**config.mk**
```make
export PLATFORM = sky130hd
export DESIGN_NAME = frame_buffer_arbiter
export DESIGN_NICKNAME = d
export VERILOG_FILES = /design/src/rtl/fb_arb_pkg.sv /design/src/rtl/rd_return_pipe.sv /design/src/rtl/frame_buffer_arbiter.sv
export SDC_FILE = /design/constraint.sdc
export NUM_CORES = 1
export LEC_CHECK = 0
export CELL_PAD_IN_SITES_DETAIL_PLACEMENT = 0
export CELL_PAD_IN_SITES_GLOBAL_PLACEMENT = 1
export CORE_MARGIN = 2
export CORE_UTILIZATION = 24
export CTS_CLUSTER_SIZE = 40
export DETAILED_ROUTE_END_ITERATION = 8
export PLACE_DENSITY_LB_ADDON = 0.1
export REMOVE_ABC_BUFFERS = 1
export SLEW_MARGIN = 40
export SYNTH_ARGS = -nofsm -noshare
export SYNTH_HDL_FRONTEND = slang
export SYNTH_SLANG_ARGS = --single-unit
```
**constraint.sdc**
```tcl
create_clock -name clk_i -period 1.9 [get_ports clk_i]
set_input_delay 0.38 -clock clk_i [delete_from_list [all_inputs] [get_ports clk_i]]
set_output_delay 0.38 -clock clk_i [all_outputs]
set_load 0.005 [all_outputs]
```
**src/rtl/fb_arb_pkg.sv**
```systemverilog
// Shared types and constants for the frame buffer arbiter.
package fb_arb_pkg;

    typedef enum logic [0:0] {
        RD_PRIO   = 1'b0,
        WR_FORCED = 1'b1
    } arb_state_t;

    // Wide enough for MAX_WR_WAIT up to 15.
    localparam int WAIT_CNT_W = 4;
    localparam int STATS_W    = 16;

endpackage

```
**src/rtl/rd_return_pipe.sv**
```systemverilog
// Read-return pipeline: RD_LATENCY-deep shift register of read grants whose
// tail marks the cycle the register_file data is valid. Data is zeroed when
// not valid. Reset both flushes the pipe and masks the tail immediately, so a
// read in flight when reset arrives never produces a valid.
module rd_return_pipe
    import fb_arb_pkg::*;
#(
    parameter int RD_LATENCY = 1,
    parameter int DATA_WIDTH = 8
) (
    input  logic                  clk_i,
    input  logic                  reset_i,
    input  logic                  rd_grant_i,
    input  logic [DATA_WIDTH-1:0] mem_rd_data_i,
    output logic                  rd_data_valid_o,
    output logic [DATA_WIDTH-1:0] rd_data_o
);

    logic [RD_LATENCY-1:0] vld_q;

    generate
        if (RD_LATENCY == 1) begin : g_lat1
            // Single-stage grant flag.
            always_ff @(posedge clk_i) begin
                if (reset_i) vld_q <= '0;
                else         vld_q <= rd_grant_i;
            end
        end else begin : g_latn
            // Multi-stage grant shift register.
            always_ff @(posedge clk_i) begin
                if (reset_i) vld_q <= '0;
                else         vld_q <= {vld_q[RD_LATENCY-2:0], rd_grant_i};
            end
        end
    endgenerate

    assign rd_data_valid_o = vld_q[RD_LATENCY-1] & ~reset_i;
    assign rd_data_o       = rd_data_valid_o ? mem_rd_data_i : '0;

endmodule

```
**src/rtl/frame_buffer_arbiter.sv**
```systemverilog
// Frame buffer arbiter: shares one single-port register_file between the
// camera writer and the display reader. Reads have priority, but a write that
// keeps losing is forced through after MAX_WR_WAIT lost cycles.
// Optional statistics counters are built when ARB_STATS_EN is defined.
//
// state     | meaning
// RD_PRIO   | reads win contention; lost write cycles are counted
// WR_FORCED | pending write wins unconditionally for one cycle
module frame_buffer_arbiter
    import fb_arb_pkg::*;
#(
    parameter int ADDR_WIDTH  = 8,
    parameter int DATA_WIDTH  = 8,
    parameter int MAX_WR_WAIT = 4,
    parameter int RD_LATENCY  = 1
) (
    input  logic                  clk_i,
    input  logic                  reset_i,
    input  logic                  wr_valid_i,
    input  logic [ADDR_WIDTH-1:0] wr_address_i,
    input  logic [DATA_WIDTH-1:0] wr_data_i,
    output logic                  wr_ready_o,
    input  logic                  rd_valid_i,
    input  logic [ADDR_WIDTH-1:0] rd_address_i,
    output logic                  rd_ready_o,
    output logic                  rd_data_valid_o,
    output logic [DATA_WIDTH-1:0] rd_data_o,
    output logic                  mem_wr_en_o,
    output logic [ADDR_WIDTH-1:0] mem_address_o,
    output logic [DATA_WIDTH-1:0] mem_wr_data_o,
`ifdef ARB_STATS_EN
    output logic [STATS_W-1:0]    stat_wr_stall_o,
    output logic [STATS_W-1:0]    stat_forced_o,
`endif
    input  logic [DATA_WIDTH-1:0] mem_rd_data_i
);

    localparam logic [WAIT_CNT_W-1:0] WAIT_MAX  = WAIT_CNT_W'(MAX_WR_WAIT);
    localparam logic [WAIT_CNT_W-1:0] WAIT_LAST = WAIT_CNT_W'(MAX_WR_WAIT - 1);

    arb_state_t            state_q, state_d;
    logic [WAIT_CNT_W-1:0] wait_cnt_q, wait_cnt_d;
    logic [ADDR_WIDTH-1:0] addr_shadow_q;
    logic                  wr_grant, rd_grant;
    logic                  forced_entry;

    // State, wait counter and idle-address shadow registers.
    always_ff @(posedge clk_i) begin
        if (reset_i) begin
            state_q       <= RD_PRIO;
            wait_cnt_q    <= '0;
            addr_shadow_q <= '0;
        end else begin
            state_q    <= state_d;
            wait_cnt_q <= wait_cnt_d;
            if (wr_grant)      addr_shadow_q <= wr_address_i;
            else if (rd_grant) addr_shadow_q <= rd_address_i;
        end
    end

    // Grant decision and next state; nothing is granted while in reset.
    always_comb begin
        state_d    = state_q;
        wait_cnt_d = wait_cnt_q;
        wr_grant   = 1'b0;
        rd_grant   = 1'b0;
        if (!reset_i) begin
            case (state_q)
                RD_PRIO: begin
                    if (rd_valid_i) begin
                        rd_grant = 1'b1;
                        if (wr_valid_i) begin
                            if (wait_cnt_q != WAIT_MAX) wait_cnt_d = wait_cnt_q + 1'b1;
                            if (wait_cnt_q == WAIT_LAST) state_d = WR_FORCED;
                        end else begin
                            wait_cnt_d = '0;
                        end
                    end else begin
                        wr_grant   = wr_valid_i;
                        wait_cnt_d = '0;
                    end
                end
                WR_FORCED: begin
                    // Either the write is accepted now or it was withdrawn;
                    // both end the forced window.
                    wr_grant   = wr_valid_i;
                    state_d    = RD_PRIO;
                    wait_cnt_d = '0;
                end
                default: begin
                    state_d    = RD_PRIO;
                    wait_cnt_d = '0;
                end
            endcase
        end
    end

    assign forced_entry  = (state_q == RD_PRIO) && (state_d == WR_FORCED);
    assign wr_ready_o    = wr_grant;
    assign rd_ready_o    = rd_grant;
    assign mem_wr_en_o   = wr_grant;
    assign mem_wr_data_o = wr_grant ? wr_data_i : '0;
    assign mem_address_o = wr_grant ? wr_address_i :
                           rd_grant ? rd_address_i : addr_shadow_q;

    rd_return_pipe #(
        .RD_LATENCY (RD_LATENCY),
        .DATA_WIDTH (DATA_WIDTH)
    ) u_rd_return_pipe (
        .clk_i           (clk_i),
        .reset_i         (reset_i),
        .rd_grant_i      (rd_grant),
        .mem_rd_data_i   (mem_rd_data_i),
        .rd_data_valid_o (rd_data_valid_o),
        .rd_data_o       (rd_data_o)
    );

`ifdef ARB_STATS_EN
    logic [STATS_W-1:0] stall_q, forced_q;

    // Saturating stall-cycle and forced-entry counters.
    always_ff @(posedge clk_i) begin
        if (reset_i) begin
            stall_q  <= '0;
            forced_q <= '0;
        end else begin
            if (wr_valid_i && !wr_grant && stall_q != '1) stall_q <= stall_q + 1'b1;
            if (forced_entry && forced_q != '1)           forced_q <= forced_q + 1'b1;
        end
    end

    assign stat_wr_stall_o = stall_q;
    assign stat_forced_o   = forced_q;
`endif

endmodule

```
# Word level (Yosys, flattened, before mapping)
# Cells that the tools add are included.
[totals]
output_inout_bits = 28
in_bits = 36
ff_bits = 14
[op_classes]
eq_ne = 3
n_addsub = 1
n_bitwise = 3
muxes = 18
[op_table]
columns = ["op", "n"]
rows = [
  ["$mux 8", 4],
  ["$mux 4", 3],
  ["$mux 1", 8],
  ["$pmux 4 s2", 1],
  ["$add 4x1->4 const B", 1],
  ["$eq 4x2->1 const B", 1],
  ["$ne 4x3->1 const B", 1],
  ["$ne 4x4->1 const B", 1],
  ["$pmux 1 s2", 2],
  ["$not 1->1", 2],
  ["$and 1x1->1", 1],
]

# Depth between registers and ports, before layout
[logic_depth]
word_depth = 5
mapped_depth = 7

# By module
# From an unflattened synthesis, not the netlist that was laid out.
[hier_totals]
hier_cells = 124
area_unflattened_um2 = 1016.0
[by_module_without_submodules]
columns = ["mod", "instances", "cells_per_inst", "area_per_inst_um2", "seq_area_each_um2"]
rows = [
  ["frame_buffer_arbiter", 1, 113, 913.4, 260.2],
  ["rd_return_pipe", 1, 11, 102.6, 20.0],
]

# Worst setup path before layout
# Ideal clock, no wire load.
[synth_path]
kind = "input to output"
from = "input port wr_valid_i"
to = "output port mem_wr_data_o[0]"
cell_stages = 7
path_slack_ns = 0.243
arrival_ns = 1.277
n_path_buf = 3
path_cell_list = "buf_4 -> nand2b_1 -> buf_2 -> nand2b_1 -> buf_4 -> inv_2 -> and2_1"
[synth_via]
elab_chain_cells = 4
[synth_rtl]
columns = ["element", "line_no", "source"]
rows = [
  ["start: declaration", "frame_buffer_arbiter.sv:19", "input logic wr_valid_i,"],
  ["$mux 1", "frame_buffer_arbiter.sv:70", "if (rd_valid_i) begin"],
  ["$pmux 1 s2 (*)", "frame_buffer_arbiter.sv:68", "case (state_q)"],
  ["$mux 1 (*)", "frame_buffer_arbiter.sv:67", "if (!reset_i) begin"],
  ["via mem_wr_en_o", "frame_buffer_arbiter.sv:28", "output logic mem_wr_en_o,"],
  ["$mux 8 (*)", "frame_buffer_arbiter.sv:102", "assign mem_wr_data_o = wr_grant ? wr_data_i : '0;"],
  ["end: declaration", "frame_buffer_arbiter.sv:30", "output logic [DATA_WIDTH-1:0] mem_wr_data_o,"],
]
# The timed path passes the listed nets; every way through them passes the cells marked *.

# Worst setup path after layout
[layout_path]
from = "register state_q"
to = "output port mem_address_o[1]"
[layout_via]
elab_chain_cells = 4
elab_cells_between_ends = 7
cone_classes = "mux (6); bitwise (1)"
[layout_rtl]
columns = ["element", "line_no", "source"]
rows = [
  ["start: declaration", "frame_buffer_arbiter.sv:41", "arb_state_t state_q, state_d;"],
  ["start signal: assignment", "frame_buffer_arbiter.sv:54", "state_q <= state_d;"],
  ["$not 1->1 or $mux 1 (tied branches)", "n/a", ""],
  ["$pmux 1 s2 or $mux 1 (tied branches)", "frame_buffer_arbiter.sv:68, frame_buffer_arbiter.sv:67", ""],
  ["$mux 1 or $mux 8 (tied branches)", "frame_buffer_arbiter.sv:67, frame_buffer_arbiter.sv:104", ""],
  ["$mux 8 (*)", "n/a", ""],
  ["end: declaration", "frame_buffer_arbiter.sv:29", "output logic [ADDR_WIDTH-1:0] mem_address_o,"],
]
# Mark *: on every way between the ends. The rest lies on a longest branch, timed or not.

==> results.md <==
- The run finished with clean final reports.
- The number of buffers created by CTS is 3.
- The transition time at the pin with the least slew margin is around 200 ps.
- The final routed wirelength across all metal layers is 3290 microns.
- The number of setup violations in the final report is 0.
- A synthesized cell averages 7.73 sq um.
- Measured against its own limit, the worst slew margin works out to 0.866.
- The sum of net half-perimeters after detailed placement is approximately 2600 microns.
- The initial detailed-routing violation count is 19.
- Of the synthesized area, sequential elements account for 0.290.
- Fill cells in the final layout number 398.
- The netlist uses 26 different library cells.
- The number of warnings reported in the yosys synthesis log is 0.
- The average routed wire per standard cell is 13.0 microns.
- Summed over all failing endpoints, the final setup total negative slack is 0 ps.
- The net count of the finished layout is 242.
- The critical path endpoint category is an output pin.
- The worst-case clock skew is 1.22 ps.
- In the routed layout, each cell is associated on average with a via count of 4.47.
- The total count of max-transition violations in the final report is 0.
- The global-route wire length before repair is 5260 microns.
- The most critical setup path has its startpoint at state_q.
- The post-route clock period utilization is 0.977.
- The total number of clock tree sinks is 14.
- Across every metal layer, demand over resource in global routing totals 0.153.
- After detailed routing, the number of remaining DRC violations is 0.
- The area of the core is 3940 sq um.
- Across the VDD grid, the largest voltage drop is between 300 and 400 uV.
- The initial antenna violation count is 0.
- The antenna diode instance count is 0.
- The total overflow left after global routing is 0.
- The arrival time of data at the critical path endpoint is 1480 ps.
- The path category of the worst min-delay check is in -> reg.
- The ratio of cells with drive above 1 in the final layout is 0.222.
- STA puts the critical path data required time at ~1500 ps.
- The critical path's largest stage delay is 450 ps.
- For this block, the via count after detailed routing is 1,131.
- During placement, the flow inserted port buffers numbering 63.
- The standard cell with the maximum stage delay on the critical path is or3b_4.
- The CTS clock-pin slew for the worst setup and hold paths is about 60 ps.
- The number of placement rows is 23.
- The via count of the first global-routing pass was 1,128.
- The reg-to-reg critical path startpoint is state_q.
- The clock root buffer is clkbuf_8.
- The detailed-routing iteration count for the pre-antenna-repair pass is 4.
- The reported max-cap violation count is 0.
- The last weighted congestion value of the routability-driven placer is roughly 0.74.
- The clock reaches the later pin of the worst-skew pair after 240 ps.
- The cell count after synthesis is 125.
- The top fanout value on the critical path is 5.
- The post-layout minimum cycle time is 1860 ps.
- The type of the worst setup path is reg -> out.
- The number of buffers inserted for hold repair after clock tree synthesis is 0.
- The detail route stage leaves a number of antenna-violating nets equal to 0.
- The number of buffers on the longest clock path is 2.
- The final standard cell count with taps included and fillers excluded is 253.
- Entering global routing, the biggest net connects 18 pins.
- The maximum clock rate is about 540 MHz.
- The leading cell type in the layout, fill and taps excluded is clkdlybuf4s50_1.
- The die height is 67.4 microns.
- In this run the number of H-tree levels came out at 1.
- The completed layout was analyzed and its total power is around 0.00085 W.
- The number of top-level pins is 64.
- The area growth from synthesis to layout is 83.8%.
- Setup repair after global routing left no endpoint under its margin.
- Power spread over the standard cell area amounts to between 400 and 500 nW/um^2.
- The signal on the critical path passes through or3b_4 > buf_6 > nand2_1 > a31oi_1 > buf_2.
- The worst hold path begins at reset_i.
- The clock tree from TritonCTS is built.
- The type of element launching the critical path is a flop.
- The die area is 4550 sq um.
- Leaving out fill and tap cells, the most frequent cells in the layout are 34 x clkdlybuf4s50_1, 18 x buf_4, 17 x dlygate4sd2_1.
- The number of flip-flops and latches in the synthesized netlist is 14.
- The post-placement cell count is around 240.
- The total count of hold-check failures in the final report came to 0.
- The starting utilization of the core area is 0.245.
- The die extent in x is around 67 microns.
- The combined area of all synthesized cells is 966 sq um.
- The analysis attributes to cell leakage a power of between 0.8 and 0.9 nW.
==> cell families (layout without fill, tap and decap cells) <==
group,Yosys count,after routing,share of synthesized area
DFF,14,14,0.290
AOI/OAI and AO/OA,17,17,0.119
muxes,10,10,0.104
xor gates and xnor gates,1,1,0.00907
buffers and inverters,16,94,0.106
and+or+nand+nor,65,65,0.346
adders and majority gates,2,2,0.0259
==> registers in the layout (all words and copies together), names as in the netlist <==
| register | cells |
|---|---|
| u_rd_return_pipe.vld_q | 1 |
| state_q | 1 |
| wait_cnt_q | 4 |
| addr_shadow_q | 8 |
==> area by class of cell <==
cell class                      count  area [sq um]  area share
Clock buffer                        4          55.1      0.0310
Inverter                            6          37.5      0.0211
Multi-Input combinational cell     95           611       0.344
Sequential cell                    14           282       0.159
Tap cell                           50          62.6      0.0352
Timing Repair Buffer               83           719       0.405
Timing Repair inverter              1          8.76     0.00493
==> per-layer routing <==
metal	global-route usage	wire, microns	vias to the layer above
met1	0.183	1440	531
met4	0.0536	23	0
li1	-	-	580
met3	0.0267	117	2
met2	0.272	1710	18
met5	0	0	-
==> report_power, final <==
part           internal [W]  leakage, nW  switching (W)
Clock              0.000183       0.0288       0.000100
Combinational      0.000154        0.708       0.000100
Sequential         0.000309        0.116     0.00000755
==> critical path, delay by kind of cell, from the launching register on <==
family	cells	cell delay, ps
flip-flops	1	330
buffers and inverters	2	310
AO/OA/AOI/OAI	1	90
AND/OR/NAND/NOR	2	510
==> stage by stage <==
stage | util | instance area [sq um] | hold slack [ps] | setup WS [ps]
finish | 0.450 | 1780 | 470 | 43.3
global route | 0.450 | 1780 | 470 | 0.248
CTS | 0.450 | 1770 | 461 | -102
detailed placement | 0.434 | 1710 | 505 | -728
global placement | 0.434 | 1710 | 490 | -713
floorplan | - | 898 | 453 | 226
==> cell usage after synthesis (all sizes together) <==
library cell / instances / area share
nand2: 17 / 0.066
and2: 16 / 0.10
dfxtp: 14 / 0.29
nor2: 13 / 0.051
mux2i: 10 / 0.10
buf: 9 / 0.066
nor3: 9 / 0.047
a211oi: 8 / 0.062
a31oi: 8 / 0.052
inv: 5 / 0.019
nand2b: 3 / 0.019
ha: 2 / 0.026
nor2b: 2 / 0.013
a21oi: 1 / 0.0052
clkbuf: 1 / 0.0039
clkinv: 1 / 0.017
nand3: 1 / 0.0052
nand3b: 1 / 0.0078
nor4b: 1 / 0.016
or2: 1 / 0.0091
or3b: 1 / 0.0091
xnor2: 1 / 0.0091
==> final timing paths <==
path | endpoint | slack (ps) | cells past startpoint
worst min-delay path | addr_shadow_q[6] | 470 | 3
worst min register to register | state_q | 500 | 1
worst max-delay path | mem_address_o[1] | 40 | 5
worst max register to register | state_q | 610 | 4
==> timing repair <==
item	CTS	global route
setup buffers	3	0
hold endpoints to repair	0	0
cloned	2	0
pin swaps	4	1
gates resized for setup	65	5
endpoints found under the setup margin	28	8
No activity file was read; power rests on OpenSTA's default activity.
